**config.mk**
```make
export PLATFORM = sky130hd
export DESIGN_NAME = ysyx_23060203_ifu
export DESIGN_NICKNAME = d
export VERILOG_FILES = /design/src/rtl/ysyx_23060203_ifu_pkg.sv /design/src/rtl/ysyx_23060203_ifu.sv
export SDC_FILE = /design/constraint.sdc
export NUM_CORES = 1
export LEC_CHECK = 0
export BUFFER_PORTS_ARGS = -buffer_cell sky130_fd_sc_hd__buf_2
export CORE_MARGIN = 4
export CORE_UTILIZATION = 30
export CTS_BUF_LIST = sky130_fd_sc_hd__clkbuf_8
export DETAILED_ROUTE_END_ITERATION = 6
export PLACE_DENSITY = 0.59
export SETUP_SLACK_MARGIN = 0.4
export SKIP_CTS_REPAIR_TIMING = 1
export SYNTH_ARGS = -nofsm -noshare
export SYNTH_HDL_FRONTEND = slang
export SYNTH_SLANG_ARGS = --single-unit
```
**constraint.sdc**
```tcl
create_clock -name clk -period 2.4 [get_ports clk]
set_clock_uncertainty 0.05 [all_clocks]
set_input_delay 0.48 -clock clk [delete_from_list [all_inputs] [get_ports clk]]
set_output_delay 0.48 -clock clk [all_outputs]
set_load 0.01 [all_outputs]
```
**src/rtl/ysyx_23060203_ifu_pkg.sv**
```systemverilog
// Shared constants for the instruction fetch unit: boot address and fault codes
// reported alongside each fetched instruction.
package ysyx_23060203_ifu_pkg;

   localparam logic [31:0] IFU_RESET_PC   = 32'h80000000;

   localparam logic [1:0]  FAULT_NONE     = 2'b00;
   localparam logic [1:0]  FAULT_ACCESS   = 2'b01;
   localparam logic [1:0]  FAULT_MISALIGN = 2'b10;

endpackage

```
**src/rtl/ysyx_23060203_ifu.sv**
```systemverilog
// Instruction fetch unit: issues one AXI4-Lite read per PC, hands the word to
// decode, then waits for the next PC from execute/writeback.
module ysyx_23060203_ifu
   import ysyx_23060203_ifu_pkg::*;
#(
   parameter logic [31:0] RESET_PC = IFU_RESET_PC
) (
   input  logic        clk,
   input  logic        rstn,
   output logic [31:0] araddr,
   output logic        arvalid,
   input  logic        arready,
   input  logic [31:0] rdata,
   input  logic [1:0]  rresp,
   input  logic        rvalid,
   output logic        rready,
   output logic [31:0] inst,
   output logic [31:0] pc,
   output logic [1:0]  fault,
   output logic        out_valid,
   input  logic        out_ready,
   input  logic [31:0] npc,
   input  logic        npc_valid
);

   typedef enum logic [1:0] {
      S_REQ,
      S_WAIT,
      S_OUT,
      S_NPC
   } state_t;

   state_t state, state_next;

   always_ff @(posedge clk or negedge rstn) begin
      if (!rstn) begin
         state <= S_REQ;
      end else begin
         state <= state_next;
      end
   end

   always_comb begin
      state_next = state;
      case (state)
         S_REQ:  if (arready)   state_next = S_WAIT;
         S_WAIT: if (rvalid)    state_next = S_OUT;
         S_OUT:  if (out_ready) state_next = S_NPC;
         S_NPC: begin
            // A misaligned target never reaches the bus; it is reported directly.
            if (npc_valid) state_next = (npc[1:0] == 2'b00) ? S_REQ : S_OUT;
         end
         default: state_next = S_REQ;
      endcase
   end

   always_ff @(posedge clk or negedge rstn) begin
      if (!rstn) begin
         pc    <= RESET_PC;
         inst  <= 32'b0;
         fault <= FAULT_NONE;
      end else begin
         if (state == S_WAIT && rvalid) begin
            inst  <= rdata;
            fault <= (rresp != 2'b00) ? FAULT_ACCESS : FAULT_NONE;
         end
         if (state == S_NPC && npc_valid) begin
            pc <= npc;
            if (npc[1:0] != 2'b00) begin
               inst  <= 32'b0;
               fault <= FAULT_MISALIGN;
            end
         end
      end
   end

   assign araddr    = pc;
   assign arvalid   = (state == S_REQ);
   assign rready    = (state == S_WAIT);
   assign out_valid = (state == S_OUT);

endmodule

```
# --- After elaboration in Yosys (flattened, before gate mapping) ---
# Index checks and enable logic that the tools add are counted.
word_totals:
  ramBits: 0
  ff_bits: 68
  rom_bits: 0
  mem_count: 0
  out_inout_bits: 101
  input_bits: 72
  latchBits: 0
op_classes:
  reduce_logical: 7
  eq_ne: 7
  add_sub_neg: 0
  mux: 13
  mul: 0
  n_bitwise: 0
  shifts: 0
  magnitude_cmp: 0
  div_mod_pow: 0
op_table:
  columns: ["op", "count"]
  rows:
  - ["$mux W32", 3]
  - ["$mux W2", 8]
  - ["$pmux W2 S4", 1]
  - ["$eq A2 B2 Y1 const B", 2]
  - ["$logic_not A2 Y1", 2]
  - ["$ne A2 B1 Y1 const B", 2]
  - ["$ne A2 B2 Y1 const B", 2]
  - ["$reduce_and A4 Y1", 1]
  - ["$reduce_bool A2 Y1", 2]
  - ["$eq A2 B1 Y1 const B", 1]
  - ["$logic_and A1 B1 Y1", 2]
  - ["$mux W1", 1]

# --- Longest topological paths before layout ---
depth:
  depth_word: 5
  depth_mapped: 6
  depth_no_buf: 3

# --- Least setup slack after synthesis ---
# No wires, ideal clock.
synth_timing:
  kind: "reg2reg"
  from: "reg state[1]"
  to: "reg pc[10], in the netlist araddr[10]"
  arrival_time_ns: 1.080
  path_slack_ns: 1.144
  synth_period_minus_slack_ns: 1.256
  path_stages_with_launch: 5
  path_buffers: 2
  path_cell_list: "dfrtp_1 buf_6 nand3_4 buf_6 mux2_4"
synth_between:
  elab_chain_len: 2
synth_lines:
  columns: ["element", "line", "rtl"]
  rows:
  - ["start: declaration", "ysyx_23060203_ifu.sv:33", "state_t state, state_next;"]
  - ["start signal: assignment", "ysyx_23060203_ifu.sv:39", "state <= state_next;"]
  - ["$eq A2 B2 Y1", "ysyx_23060203_ifu.sv:67", "if (state == S_NPC && npc_valid) begin"]
  - ["$logic_and A1 B1 Y1", "ysyx_23060203_ifu.sv:67", null]
  - ["end signal: assignment", "ysyx_23060203_ifu.sv:68", "pc <= npc;"]
  - ["end: declaration", "ysyx_23060203_ifu.sv:18", "output logic [31:0] pc,"]
# Every way passes these cells.
# A chain may end at the register's enable or synchronous reset.

# --- Final worst setup path ---
layout_timing:
  from: "reg state[1]"
  to: "reg fault[0]"
layout_between:
  elab_chain_len: 5
layout_lines:
  columns: ["element", "line", "rtl"]
  rows:
  - ["$eq A2 B1 Y1", "ysyx_23060203_ifu.sv:63", "if (state == S_WAIT && rvalid) begin"]
  - ["$logic_and A1 B1 Y1", "ysyx_23060203_ifu.sv:63", null]
  - ["$mux W2", "ysyx_23060203_ifu.sv:63", null]
  - ["$mux W2", "ysyx_23060203_ifu.sv:69", "if (npc[1:0] != 2'b00) begin"]
  - ["$mux W2 *", "ysyx_23060203_ifu.sv:67", null]
  - ["end signal: assignment", "ysyx_23060203_ifu.sv:65", "fault <= (rresp != 2'b00) ? FAULT_ACCESS : FAULT_NONE;"]
  - ["end: declaration", "ysyx_23060203_ifu.sv:19", "output logic [1:0] fault,"]
# Every way passes the cells marked *; elsewhere a longest branch is shown, timed or not.

==> metrics.yaml <==
outcome:
  status: "complete, no violations"
clock_network:
  cts_max_level: 3
  root_buffer: "clkbuf_8"
  tritoncts.num_buffers: 9
  cts.clk_slew.worst_paths_ps: 70
  clkLatencyLatePin_ps: 330
  cts_tree: "yes"
  cts_sinks: 68
  ctsLongestPathBuffers: 2
drt:
  dr.pass1.iters: 4
  drc: 0
  antenna_left: 0
  vias: 2253
  drt-total-wl_um: 7120
  via_per_inst: 4.15
  drtIter0Drc: 97
  wl_per_cell_um: 13.1
synthesis:
  synth_fa_ha_area_share_pct: 0
  synth-compound-area-share_pct: 6.12
  synth_cell_types: 22
  synthCells: 261
  synth_xor_area_share_pct: 0
  synth_simple_gate_area_share_pct: 10.6
  synth_area_leaders: "dfrtp_1, mux2_4, buf_4"
  yosys.area.top_type: "dfrtp_1"
  synth.avg_cell_area_sq_um: 12.0
  yosys_warnings: 0
  ys_ff_latch: 68
  synth.area.mux_share_pct: 15.8
  synth_top_family_by_area: "multiplexers"
  synthFlopType: "dfrtp_1"
  synth_fp_nets: 333
  yosysSeqAreaShare_pct: 54.5
  syn-cell-area_sq_mm: 0.00313
  synth_top_area_share_pct: 53.6
  async_flop_share_pct: 100
  synth_edf_count: 0
finish:
  layout.cells.non_filler: 543
  drive_gt1_share_pct: 57.5
  area_growth_pct: 29.4
  design_area_sq_mm: 0.00405
  antenna_cells: 0
  final_nets: 474
global_routing:
  grt_pass1_vias: 2175
  grt_use_total_pct: 11.3
  gr-total-overflow: 0
  grt_pass1_wl_um: 10500
  grt_max_degree: 35
  grt_antenna_before_repair: 0
sta:
  clock.fmax_ghz: 0.570
  rsz0062_at_grt: "false"
  period_minus_slack_ps: 1750
  final-hold-violation-count: 0
  final-max-slew-violation-count: 0
  finalSetupTns_ps: 0
  finalSetupViolations: 0
  tightestPinTransition_ps: 718
  whs_ps: 43.7
  fin_crit_sh_pct: 73.1
  relSlewSlack_pct: 51.9
place:
  hpwlAfterDp_um: 5220
  io_buffers: 172
  place.gp.congestion: 0.674
  placed_cell_area_sq_mm: 0.00381
  dp.cells: 527
die:
  fp-row-count: 37
  die_w_um: 110
  coreArea_sq_mm: 0.0102
  io_pins: 173
  die_y_um: 110
  initial_core_util_pct: 30.6
  die_area_sq_mm: 0.0121
power_and_ir_drop:
  ir_drop_v: 0.000536
  leakagePower_nw: 2.19
  power_density_mw_per_mm2: 1390
worst_setup_path:
  critPathLaunchType: "flip-flop"
  arrival_ps: 1910
  crit_path_end_kind: "flip-flop"
  worstPathMaxFanout: 34
  critPathKind: "reg -> reg"
  cp.required_ps: 2550
worst_hold_path:
  worst_hold_path_type: "in -> async"
run:
  maxCapViolCount: 0
[per-layer routing]
metal / share of wire (%) / wire length (um) / up-vias / GRT usage (%)
li1: - / - / 1099 / -
met1: 42 / 2980 / 1061 / 14.3
met2: 49 / 3490 / 87 / 18.2
met3: 8.1 / 579 / 6 / 3.61
met4: 1.0 / 72 / 0 / 3.69
met5: 0 / 0 / - / 0
[sequential cells by signal (all words and copies together), names as in the netlist]
name    flops
araddr     32
inst       32
state       2
fault       2
[layout by cell type (no fill, tap or decap), types with 2 or more instances in the layout]
master	n
buf_2	172
dfrtp_1	67
nand2_1	64
mux2_4	29
a21oi_1	28
clkbuf_8	12
a21oi_2	5
nor2_1	4
buf_4	4
nor3_1	3
mux2_2	3
inv_1	2
bufinv_16	2
clkinv_2	2
[cell families (layout without fill, tap and decap cells)]
family	count (synthesis)	after routing
DFF	68	68
buffers and inverters	49	195
and+or+nand+nor	77	77
AOI/OAI and AO/OA	34	34
muxes	33	33
[per-stage QoR]
| step | worst slack (ps) | power, W | utilization [%] |
|---|---|---|---|
| after floorplan | 1140 | 0.00398 | - |
| after global routing | 445 | 0.00609 | 39.6 |
| after global placement | 639 | 0.00460 | 37.3 |
| after detailed placement | 613 | 0.00463 | 37.3 |
| final | 645 | 0.00564 | 39.6 |
| after CTS | 606 | 0.00575 | 39.6 |
[synthesized netlist by cell type (2+ instances only)]
library cell / n
dfrtp_1: 67
nand2_1: 64
buf_4: 34
mux2_4: 29
a21oi_1: 28
a21oi_2: 5
buf_2: 5
buf_6: 5
nor2_1: 4
buf_12: 3
mux2_2: 3
nor3_1: 3
inv_1: 2
[critical path, cell delays in order, from the launching register on]
cell and delay [ps]:
dfrtp_1 470, nand3b_2 700, nor3_1 330, nor3_1 70
[cell type report]
type                    instances  area (sq um)
clock buffers                  12           165
clock inverters                 4          70.1
fillers                      1059          6180
inverters                       2          7.51
multi-input cells             144          1020
flip-flops and latches         68          1700
well taps                     136           170
repair buffers                177           911
[final timing paths]
check / endpoint / cells after the start / start / slack (ps)
worst min-delay path: araddr[12] / 1 / rstn / 40
worst max register to register: fault[0] / 3 / state[1] / 650
worst max-delay path: fault[0] / 3 / state[1] / 650
max in group asynchronous: inst[25] / 2 / rstn / 1550
min in group clk: araddr[12] / 2 / npc[12] / 330
worst min register to register: fault[1] / 1 / fault[1] / 440
[where the power goes]
group / total, W / switching (W) / internal [W] / leakage [nW]
clock: 0.00108 / 0.000412 / 0.000667 / 0.122
sequential: 0.00210 / 0.000386 / 0.00171 / 0.855
combinational: 0.00246 / 0.00120 / 0.00126 / 1.21
total: 0.00564 / 0.00200 / 0.00364 / 2.19
(Power assumes the default switching activity.)
